### src/rtl/if_fetch.sv
// MIPS instruction-fetch stage: owns the PC, selects the next PC from ID's branch bus,
// drives the instruction SRAM and keeps ID's instruction word stable across ID stalls.
module if_fetch #(
  parameter logic [31:0] RESET_PC = 32'hBFBF_FFFC
) (
  input  logic        clk,
  input  logic        rst,
  input  logic [5:0]  stall,
  input  logic [32:0] br_bus,
  output logic [32:0] if_to_id_bus,
  output logic [31:0] if_inst,
  output logic        inst_sram_en,
  output logic [3:0]  inst_sram_wen,
  output logic [31:0] inst_sram_addr,
  output logic [31:0] inst_sram_wdata,
  input  logic [31:0] inst_sram_rdata
);

  localparam logic STOP = 1'b1;

  logic        br_e;
  logic [31:0] br_addr;
  logic [31:0] next_pc;

  logic [31:0] pc_q, pc_d;
  logic        ce_q, ce_d;
  logic        id_ce_q, id_ce_d;
  logic [31:0] hold_q, hold_d;
  logic        hold_v_q, hold_v_d;

  assign br_e    = br_bus[32];
  assign br_addr = br_bus[31:0];
  assign next_pc = br_e ? br_addr : pc_q + 32'h4;

  always_comb begin
    pc_d     = pc_q;
    ce_d     = ce_q;
    id_ce_d  = id_ce_q;
    hold_d   = hold_q;
    hold_v_d = hold_v_q;

    // A stalled PC ignores br_bus; ID re-resolves the branch once released.
    if (stall[0] != STOP) begin
      pc_d = next_pc;
      ce_d = 1'b1;
    end

    if (stall[1] == STOP && stall[2] != STOP) begin
      id_ce_d = 1'b0;
    end else if (stall[1] != STOP) begin
      id_ce_d = ce_q;
    end

    // On the first ID-stall cycle the SRAM still returns ID's word; capture it
    // before the SRAM starts re-reading pc_q (IF's instruction).
    if (stall[1] != STOP) begin
      hold_v_d = 1'b0;
    end else if (!hold_v_q) begin
      hold_d   = inst_sram_rdata;
      hold_v_d = 1'b1;
    end
  end

  always_ff @(posedge clk) begin
    if (rst) begin
      pc_q     <= RESET_PC;
      ce_q     <= 1'b0;
      id_ce_q  <= 1'b0;
      hold_q   <= 32'h0;
      hold_v_q <= 1'b0;
    end else begin
      pc_q     <= pc_d;
      ce_q     <= ce_d;
      id_ce_q  <= id_ce_d;
      hold_q   <= hold_d;
      hold_v_q <= hold_v_d;
    end
  end

  assign if_inst         = !id_ce_q ? 32'h0 : (hold_v_q ? hold_q : inst_sram_rdata);
  assign if_to_id_bus    = {ce_q, pc_q};
  assign inst_sram_en    = ce_q;
  assign inst_sram_wen   = 4'b0000;
  assign inst_sram_addr  = pc_q;
  assign inst_sram_wdata = 32'h0;

endmodule
### config.mk
export PLATFORM = sky130hd
export DESIGN_NAME = if_fetch
export DESIGN_NICKNAME = d
export VERILOG_FILES = /design/src/rtl/if_fetch.sv
export SDC_FILE = /design/constraint.sdc
export NUM_CORES = 1
export LEC_CHECK = 0
export ABC_AREA = 1
export BUFFER_PORTS_ARGS = -buffer_cell sky130_fd_sc_hd__buf_2
export CORE_UTILIZATION = 52
export DETAILED_ROUTE_END_ITERATION = 10
export PLACE_DENSITY_LB_ADDON = 0.25
export RECOVER_POWER = 25
export SYNTH_ARGS = -nofsm -noshare
export SYNTH_HDL_FRONTEND = slang
export SYNTH_SLANG_ARGS = --single-unit
### constraint.sdc
create_clock -name clk -period 4.1 [get_ports clk]
set_clock_uncertainty 0.05 [all_clocks]
set_input_delay 0.82 -clock clk [delete_from_list [all_inputs] [get_ports clk]]
set_output_delay 0.82 -clock clk [all_outputs]
set_load 0.05 [all_outputs]
==> results_dict.tcl <==
set metrics [dict create \
    hold_path_class "flop to flop" \
    worst_ep_arrival_time_ps 3080 \
    period_needed_ps 2910 \
    period_share_pct 70.9 \
    area_delta_synth_final_pct 13.3 \
    synth_top_cell_by_area "dfxtp_1" \
    r2r_setup_slack_ps 2200 \
    postSynthCellCount 650 \
    outcome "finished, violations left" \
    detailedRoute.firstPassIterationCount 4 \
    fin_setup_tns_ps 0 \
    cts_bufs_inserted 9 \
    reg2reg_depth 10 \
    dpl.hpwl_microns 8150 \
    relSlewSlack_pct -64.8 \
    ys_seq_area_share_pct 29.7 \
    cpPeakStageDelay_ps 1090 \
    antenna_cells_inserted 0 \
    die_width_microns 95.2 \
    report.final.slew_viol_count 100 \
    drc_errors 0 \
    grt_use_total_pct 24.1 \
    fp.dieArea_sq_mm 0.00906 \
    hold_slack_ps 434 \
    worstMarginPinSlew_ps 2470 \
    critical_path.reg2reg.startpoint "inst_sram_addr[2]" \
    drt-wirelength-per-cell_microns 12.5 \
    fmax_mhz 344 \
    startpoint_type "input port" \
    placement.cell_area_sq_mm 0.00495 \
    grt_pass1_wl_microns 17100 \
    clock_tree.htree_level_count 3 \
    post_layout_nonfiller_instances 875 \
    coreArea_sq_mm 0.00830 \
    critical_path_required_ps 4270 \
    synth_top_area_share_pct 29.7 \
    holdPathEnd "hold_q[2]" \
    drt-vias-per-instance 5.00 \
    cap_violations 2 \
    insertion_delay_ps 340 \
    mappedNetlistArea_sq_mm 0.00451 \
    detailedPlace.worstSlack_ps 1490 \
    postCtsSetupRepairBufs 0 \
    critPathMaxFanout 32 \
    maximum_number_of_pins_on_one_net_before_global_route_repair 67 \
    min_path_cells 2 \
    layout_commonest_cell "nand2_1" \
    setup_slack_ps 1190 \
    tritoncts "done" \
    violations "capacitance limit, slew limit" \
    cp_num_buf_inv 1 \
    final_area_sq_mm 0.00511 \
    nets 839 \
    dpl.cell_count 859 \
    postCtsResizedCells 0 \
    via_count_of_the_first_global_routing_pass 3775 \
    leakagePower_nw 2.70 \
    setup.worst_path.class "input port to flop" \
    synth_seq_cells 67 \
    clkSlewWorstSetupHoldPaths_ps 80 \
    timing.critical_path.slowest_stage_cell "clkbuf_1" \
    top_level_ports 207 \
    root_buffer "clkbuf_8" \
    holdBufCountCts 0 \
    total_power_mw 2.00 \
    violation_count_after_the_first_detailed_route_iteration 203 \
    synth.lib_cells_used.distinct 36 \
    ir_drop_mv 0.226 \
    post_synth.cell_area_avg_sq_um 6.94 \
    path_cells "clkbuf_1 -> nor2_1 -> a221oi_1 -> o21ai_0" \
    reg2reg_end "inst_sram_addr[26]" \
    layout.cells.most_common_list "152 x nand2_1, 136 x buf_2, 81 x nor2_1" \
    route.final.wire_length_microns 11000 \
    gr-total-overflow 0 \
    rsz0062_at_grt "no" \
    finalHoldViolCount 0 \
    rows 33 \
    cts_max_path_buffers 2 \
    cellPowerDensity_mw_per_mm2 391 \
    antenna_violations_before_repair 0 \
    buffer_ports.inserted 167 \
    finalSetupViolations 0 \
    cts_sinks 67 \
    setup.worst_path.end_class "flop" \
    worst-path-stages 4 \
    synth-warning-count 0 \
    place_congestion 0.893 \
    initial_core_util_pct 54.4 \
    worstHoldStart "hold_q[2]" \
    number_of_nets_with_antenna_violations_after_routing 0 \
    ys_top_cells_by_area "dfxtp_1 30%, nand2_1 13%, buf_4 12%, mux2i_1 7.1%, nor2_1 6.7%" \
    final_layout_size_suffix_gt1_share_pct 24.5 \
    routed-via-count 4379 \
    crit_family "buffers and inverters" \
    die-height_microns 95.2 \
    postLayoutCoreUtil_pct 61.6 \
]
## worst register-to-register path: stages, from the launching register on
cell     delay (ps)
dfxtp_1         560
ha_1            370
nand2_2         120
nor2_4          170
nand2_4         100
inv_1           120
nand2_1          60
nand2_1          50
nand3_1          90
nand2_1          80
nand2_1          40
## how the worst max path moves through the flow
stage / start / end / slack [ps]
2_1_floorplan: inst_sram_rdata[10] / if_inst[10] / 1690
3_3_place_gp: rst / inst_sram_addr[30] / 1510
3_5_place_dp: rst / inst_sram_addr[30] / 1490
4_1_cts: hold_v_q / if_inst[28] / 1230
5_1_grt: stall[1] / id_ce_q / 890
6_report: stall[0] / inst_sram_addr[13] / 1190
## routing by layer
layer | routed length (microns) | global-route usage (%)
met1 | 4960 | 29.6
met5 | 0 | 0
met4 | 65 | 7.58
met2 | 5290 | 42.6
met3 | 649 | 3.91
## where the power goes
group / total, mW / switching, mW / internal, mW
combinational: 0.674 / 0.512 / 0.162
clock: 0.558 / 0.274 / 0.284
sequential: 0.767 / 0.0671 / 0.700
## area by class of cell
cell class                 instances  area [sq um]
clock buffer                       9           124
clock inverter                     7          76.3
fill                             797          3190
inverter                          57           215
multi-input combinational        463          2420
sequential                        67          1340
tap                              105           131
timing repair buffer             167           797
## flip-flops by register name (all words and copies together), names as in the netlist
signal,cells
inst_sram_addr,32
hold_q,32
hold_v_q,1
inst_sram_en,1
id_ce_q,1
## kinds of logic (layout without fill, tap and decap cells)
family,count (synthesis),in the layout,share of synthesized area (%)
buffers and inverters,155,240,19.4
adders and majority gates,1,1,0.277
DFF,67,67,29.7
xor gates and xnor gates,3,3,0.582
AOI/OAI and AO/OA,97,97,14.0
muxes,32,32,7.10
other,1,36,0.0831
and+or+nand+nor,294,294,28.8
## cells in the mapped netlist, drive strengths merged
master	n
xor2	2
nand4	2
mux2i	32
ha	1
a21oi	27
inv	55
nand3	23
clkbuf	13
buf	85
o211ai	37
o21bai	1
clkinv	2
nor3	2
a221oi	10
dfxtp	67
o21ai	20
o31ai	1
conb	1
nor2	96
nand3b	8
o221ai	1
xnor2	1
nand2	163
Power figures use the tool's default switching activity.
